$ cat src/rtl/fair_home_scheduler.sv
// Round-robin owner of the home actuator/display path with bounded dwell and bounded fire preemption.
// Latency: input captured at edge k, grant visible after edge k+1; no backpressure, requests are levels.
module fair_home_scheduler #(
   parameter int unsigned DWELL        = 4,
   parameter int unsigned T_LOW        = 50,
   parameter int unsigned T_HIGH       = 80,
   parameter bit          FIRE_PREEMPT = 1'b1
) (
   input  logic       clk,
   input  logic       rst,
   input  logic       sfd,
   input  logic       srd,
   input  logic       sw,
   input  logic       sfa,
   input  logic [6:0] st,
   output logic       fdoor,
   output logic       rdoor,
   output logic       winbuzz,
   output logic       alarambuzz,
   output logic       heater,
   output logic       cooler,
   output logic [2:0] display,
   output logic       busy
);

   typedef enum logic {IDLE, GRANT} state_t;

   localparam logic [3:0] CNT_LOAD = 4'(DWELL - 1);
   localparam logic [2:0] FIRE     = 3'd3;
   localparam logic [6:0] T_LOW_V  = 7'(T_LOW);
   localparam logic [6:0] T_HIGH_V = 7'(T_HIGH);

   function automatic logic [2:0] wrap_inc(input logic [2:0] i);
      return (i == 3'd5) ? 3'd0 : i + 3'd1;
   endfunction

   // Returns {found, index} of the first set bit scanning from start, wrapping mod 6.
   function automatic logic [3:0] pick(input logic [5:0] req, input logic [2:0] start);
      logic [3:0] res;
      logic [2:0] idx;
      res = 4'd0;
      idx = start;
      for (int k = 0; k < 6; k++) begin
         if (!res[3] && req[idx]) res = {1'b1, idx};
         idx = wrap_inc(idx);
      end
      return res;
   endfunction

   state_t     state, state_n;
   logic [5:0] req_q;
   logic [2:0] g, g_n;
   logic [3:0] cnt, cnt_n;
   logic [2:0] ptr, ptr_n;
   logic       lockout, lock_n;
   logic       pre, pre_n;
   logic [5:0] grant_q, grant_n;
   logic [2:0] disp_n;

   logic       expired;
   logic [2:0] rel_ptr;
   logic [5:0] mask;
   logic [3:0] cand;
   logic [3:0] first;

   assign expired = (cnt == 4'd0);
   // A preempting fire grant hands the path back to the requester it aborted.
   assign rel_ptr = (pre && g == FIRE) ? ptr : wrap_inc(g);
   assign mask    = expired ? (req_q & ~(6'b000001 << g)) : req_q;
   assign cand    = pick(mask, rel_ptr);
   assign first   = pick(req_q, ptr);

   always_comb begin
      state_n = state;
      g_n     = g;
      cnt_n   = cnt;
      ptr_n   = ptr;
      lock_n  = lockout;
      pre_n   = pre;
      case (state)
         IDLE: begin
            if (first[3]) begin
               state_n = GRANT;
               g_n     = first[2:0];
               cnt_n   = CNT_LOAD;
               pre_n   = 1'b0;
            end
         end
         default: begin
            if (FIRE_PREEMPT && g != FIRE && req_q[FIRE] && !lockout) begin
               g_n   = FIRE;
               cnt_n = CNT_LOAD;
               ptr_n = g;
               pre_n = 1'b1;
            end else if (!req_q[g] || expired) begin
               ptr_n  = rel_ptr;
               lock_n = (g == FIRE);
               pre_n  = 1'b0;
               if (cand[3]) begin
                  g_n   = cand[2:0];
                  cnt_n = CNT_LOAD;
               end else begin
                  state_n = IDLE;
               end
            end else begin
               cnt_n = cnt - 4'd1;
            end
         end
      endcase
      grant_n = (state_n == GRANT) ? (6'b000001 << g_n) : 6'b000000;
      disp_n  = (state_n == GRANT) ? (g_n + 3'd1) : 3'd0;
   end

   always_ff @(posedge clk or negedge rst) begin
      if (!rst) begin
         state   <= IDLE;
         req_q   <= 6'd0;
         g       <= 3'd0;
         cnt     <= 4'd0;
         ptr     <= 3'd0;
         lockout <= 1'b0;
         pre     <= 1'b0;
         grant_q <= 6'd0;
         display <= 3'd0;
         busy    <= 1'b0;
      end else begin
         state   <= state_n;
         req_q   <= {st > T_HIGH_V, st < T_LOW_V, sfa, sw, srd, sfd};
         g       <= g_n;
         cnt     <= cnt_n;
         ptr     <= ptr_n;
         lockout <= lock_n;
         pre     <= pre_n;
         grant_q <= grant_n;
         display <= disp_n;
         busy    <= (state_n == GRANT);
      end
   end

   assign fdoor      = grant_q[0];
   assign rdoor      = grant_q[1];
   assign winbuzz    = grant_q[2];
   assign alarambuzz = grant_q[3];
   assign heater     = grant_q[4];
   assign cooler     = grant_q[5];

endmodule

$ cat config.mk
export PLATFORM = sky130hd
export DESIGN_NAME = fair_home_scheduler
export DESIGN_NICKNAME = d
export VERILOG_FILES = /design/src/rtl/fair_home_scheduler.sv
export SDC_FILE = /design/constraint.sdc
export NUM_CORES = 1
export LEC_CHECK = 0
export ABC_CLOCK_PERIOD_IN_PS = 3700
export CAP_MARGIN = 20
export CORE_AREA = 5 5 62 120
export DETAILED_ROUTE_END_ITERATION = 6
export DIE_AREA = 0 0 67 125
export GPL_TIMING_DRIVEN = 1
export PLACE_DENSITY = 0.69
export SLEW_MARGIN = 20
export SYNTH_ARGS = -nofsm -noshare
export SYNTH_HDL_FRONTEND = slang
export SYNTH_SLANG_ARGS = --single-unit
export TNS_END_PERCENT = 5
$ cat constraint.sdc
create_clock -name clk -period 3.7 [get_ports clk]
set_input_delay 0.555 -clock clk [delete_from_list [all_inputs] [get_ports clk]]
set_output_delay 0.555 -clock clk [all_outputs]
set_load 0.005 [all_outputs]
==> run_results.csv <==
group,metric,value,unit
placed_design,portBuffers,22,
sta,layout_min_cycle_time,3.65,ns
layout,design_area,0.00375,mm^2
routing,drc,0,
sta,finalCritPeriodShare,98.7,%
floorplanning,fp-row-count,42,
setup_path,slowest_stage,"dfrtp_1",
setup_path,cp.depth,18,
setup_path,r2r_cells,18,
synth,yosys_warnings,0,
sta,max_slew.worst_pin.slew,0.547,ns
routing,viasPerCell,6.37,
synth,ys_seq_elements,28,
placed_design,place_area,0.00350,mm^2
setup_path,cp.arrival,3.84,ns
routing,drt-initial-drc-count,413,
setup_path,reg2reg_to,"display[2]",
synth,ys_seq_area_share,22.7,%
min_path,hold-path-cell-count,1,
synth,yosysTopAreaCellShare,22.7,%
synth,synthAdderAreaFrac,4.05,%
synth,yosys.area_share.simple,25.4,%
floorplanning,coreArea,0.00646,mm^2
setup_path,path_buf_inv,3,
synth,synth_top_family_by_area,"compound AO/OA/AOI/OAI gates",
setup_path,cp.required,3.88,ns
floorplanning,io_pins,23,
cts,cts.htree.levels,1,
synth,synth_area_leader_cell,"dfrtp_1",
sta,drv_slew,0,
setup_path,crit_top_cell,"ha_1",
min_path,hp-class,"register to register",
flow_run,maxCapViolCount,0,
sta,slew_headroom,63.5,%
synth,netlist_area,0.00309,mm^2
routing,drt_pass1_iterations,5,
synth,synth_edf_count,0,
global_route,track_usage,21.7,%
min_path,hold_path_end,"lockout",
cts,clock_path_buffers,2,
synth,synth_xor_area_share,0.567,%
min_path,hp-start,"lockout",
cts,clkSinkCount,28,
sta,timing.hold.ws,0.506,ns
setup_path,critPathTopFamily,"compound AO/OA/AOI/OAI gates",
sta,rsz0062_at_grt,"yes",
global_route,grt_max_degree,29,
floorplanning,start_util,47.8,%
global_route,grt_remaining_overflow,0,
layout,diodes,0,
setup_path,crit_type,"register to register",
synth,yosys_most_used_dff,"dfrtp_1",
routing,vias,3068,
cts,cts_inserted_buffers,3,
routing,antenna_left,0,
global_route,grt_pass1_wl,14800,um
synth,synth_compound_area_share,34.0,%
synth,synthCells,358,
floorplanning,die_h,125,um
setup_path,r2r_start,"ptr[2]",
synth,syn_nets,381,
setup_path,cp_cell_sequence,"nor2_4 -> ha_4 -> inv_1 -> o21ai_1 -> ha_1 -> nor4bb_4 -> a211oi_2 -> buf_4 -> a221oi_4 -> buf_4 -> o22a_1 -> a41oi_1 -> o211ai_1 -> nand2_1 -> o2bb2ai_4 -> ha_1 -> ha_1 -> nor2b_1",
run_status,status,"finished clean",
sta,fin_skew,0.00348,ns
layout,syn_to_final_growth,21.5,%
floorplanning,die_area,0.00838,mm^2
routing,wire_per_inst,18.8,um
layout,nets,418,
floorplanning,die_w,67,um
placed_design,pre_cts_ws,-0.223,ns
cts,clock_latency,0.26,ns
global_route,antenna_found_initial,0,
sta,finalSetupViolations,0,
sta,finalHoldViolations,0,
setup_path,crit_fanout,4,
synth,synth_cell_types,94,
sta,max_freq,274,MHz
routing,wl,9060,um
cts,hold_buffers,0,
cts,root_buffer,"clkbuf_16",
sta,fin_ws,0.0485,ns
placed_design,placed_cells,475,
setup_path,endpoint_kind,"register",
setup_path,r2r_setup_slack,0.05,ns
cts,clkTransAtPathRegs,0.06,ns
layout,drive_gt1_share,27.2,%
placed_design,dp.final_hpwl,6810,um
layout,finalNonFillerCells,482,
synth,ys_async_sr_fraction,100,%
global_route,grt_pass1_vias,3084,
setup_path,slowest_delay,0.42,ns
setup_path,critPathLaunchType,"register",
synth,syn_avg_cell_area,8.63,um^2
synth,synth.area.mux_share,6.68,%
placed_design,gp_congestion,0.898,
synth,synth.area.top_cells,"dfrtp_1 23%, mux2i_1 4.9%, ha_1 4.0%, nor2_1 3.6%, nand2_1 2.9%",
cts,cts_tree,"built",
cells by family (layout without fill, tap and decap cells):
| logic type | count (synthesis) | count (layout) |
|---|---|---|
| buf+inv | 35 | 71 |
| compound gates | 126 | 126 |
| mux | 19 | 19 |
| xor+xnor | 2 | 2 |
| fa+ha+maj | 10 | 10 |
| simple gates | 138 | 138 |
| flops | 28 | 28 |
flip-flops by register name (all words and copies together), names as in the netlist:
signal,count
cnt,4
display,3
g,3
grant_q,6
lockout,1
pre,1
ptr,3
req_q,6
state,1
repair_timing:
item | CTS | global route
setup buffers | 1 | 2
pin swaps | 8 | 14
resized for setup | 9 | 14
setup endpoints to repair | 6 | 10
worst max-delay path by stage:
stage / startpoint / to / slack (ns)
after floorplan: ptr[0] / display[2] / 0.01
final: ptr[2] / display[2] / 0.05
after global placement: ptr[1] / display[2] / -0.12
after global routing: ptr[2] / display[2] / -0.13
after detailed placement: ptr[1] / display[2] / -0.22
after CTS: ptr[1] / display[2] / 0.005
layer usage:
metal	GRT usage, %	part of all wire, %
met5	0	0
met4	8.49	3.6
met1	28.3	39
met3	1.62	5.1
met2	36.3	52
final cells by class:
cell class / instances / area (um^2)
clock buffer: 3 / 75.1
inverter: 12 / 45.0
clock inverter: 1 / 30.0
fill: 593 / 2710
tap: 88 / 110
multi-input combinational: 295 / 2320
timing repair buffer: 55 / 472
sequential: 28 / 701
layout by cell type, fill, tap and decap left out, drive strengths merged, types with 4 or more instances in the layout:
| cell type | netlist | routed |
|---|---|---|
| o21a | 4 | 4 |
| a21o | 6 | 6 |
| or2 | 5 | 5 |
| buf | 16 | 33 |
| nand2b | 5 | 5 |
| ha | 10 | 10 |
| a21oi | 14 | 14 |
| a31oi | 9 | 9 |
| a22oi | 4 | 4 |
| nor3b | 4 | 4 |
| o21ai | 19 | 19 |
| o221ai | 4 | 4 |
| o22ai | 7 | 7 |
| nand3 | 6 | 6 |
| nor3 | 11 | 11 |
| a211oi | 8 | 8 |
| dfrtp | 28 | 28 |
| clkdlybuf4s50 | 0 | 22 |
| inv | 10 | 10 |
| o2111ai | 4 | 4 |
| a22o | 6 | 6 |
| mux2i | 15 | 15 |
| and2 | 8 | 8 |
| o211ai | 7 | 7 |
| and3 | 8 | 8 |
| nor2 | 32 | 32 |
| nor2b | 11 | 11 |
| nand2 | 28 | 28 |
| o31ai | 7 | 7 |
cells in the mapped netlist (5+ instances only):
master	count
o211ai_1	7
ha_1	10
and2_1	7
nor3_1	10
and3_1	6
inv_1	9
nor2_1	30
a21oi_1	14
o21ai_0	17
o22ai_1	7
nand2_1	24
nand2b_1	5
nor2b_1	10
a31oi_1	9
clkbuf_1	5
a22o_1	5
a211oi_1	5
or2_2	5
buf_2	6
dfrtp_1	28
nand3_1	6
buf_6	5
mux2i_1	15
per-stage QoR:
stage,TNS (ns),utilization (%)
final,0,58.1
after global routing,-0.617,58.1
after CTS,0,56.7
after detailed placement,-0.662,54.1
after global placement,-0.306,54.1
after floorplan,0,-
Power is not shown: default switching activity piles up to over one toggle a cycle in this logic, so the estimate is an artifact.
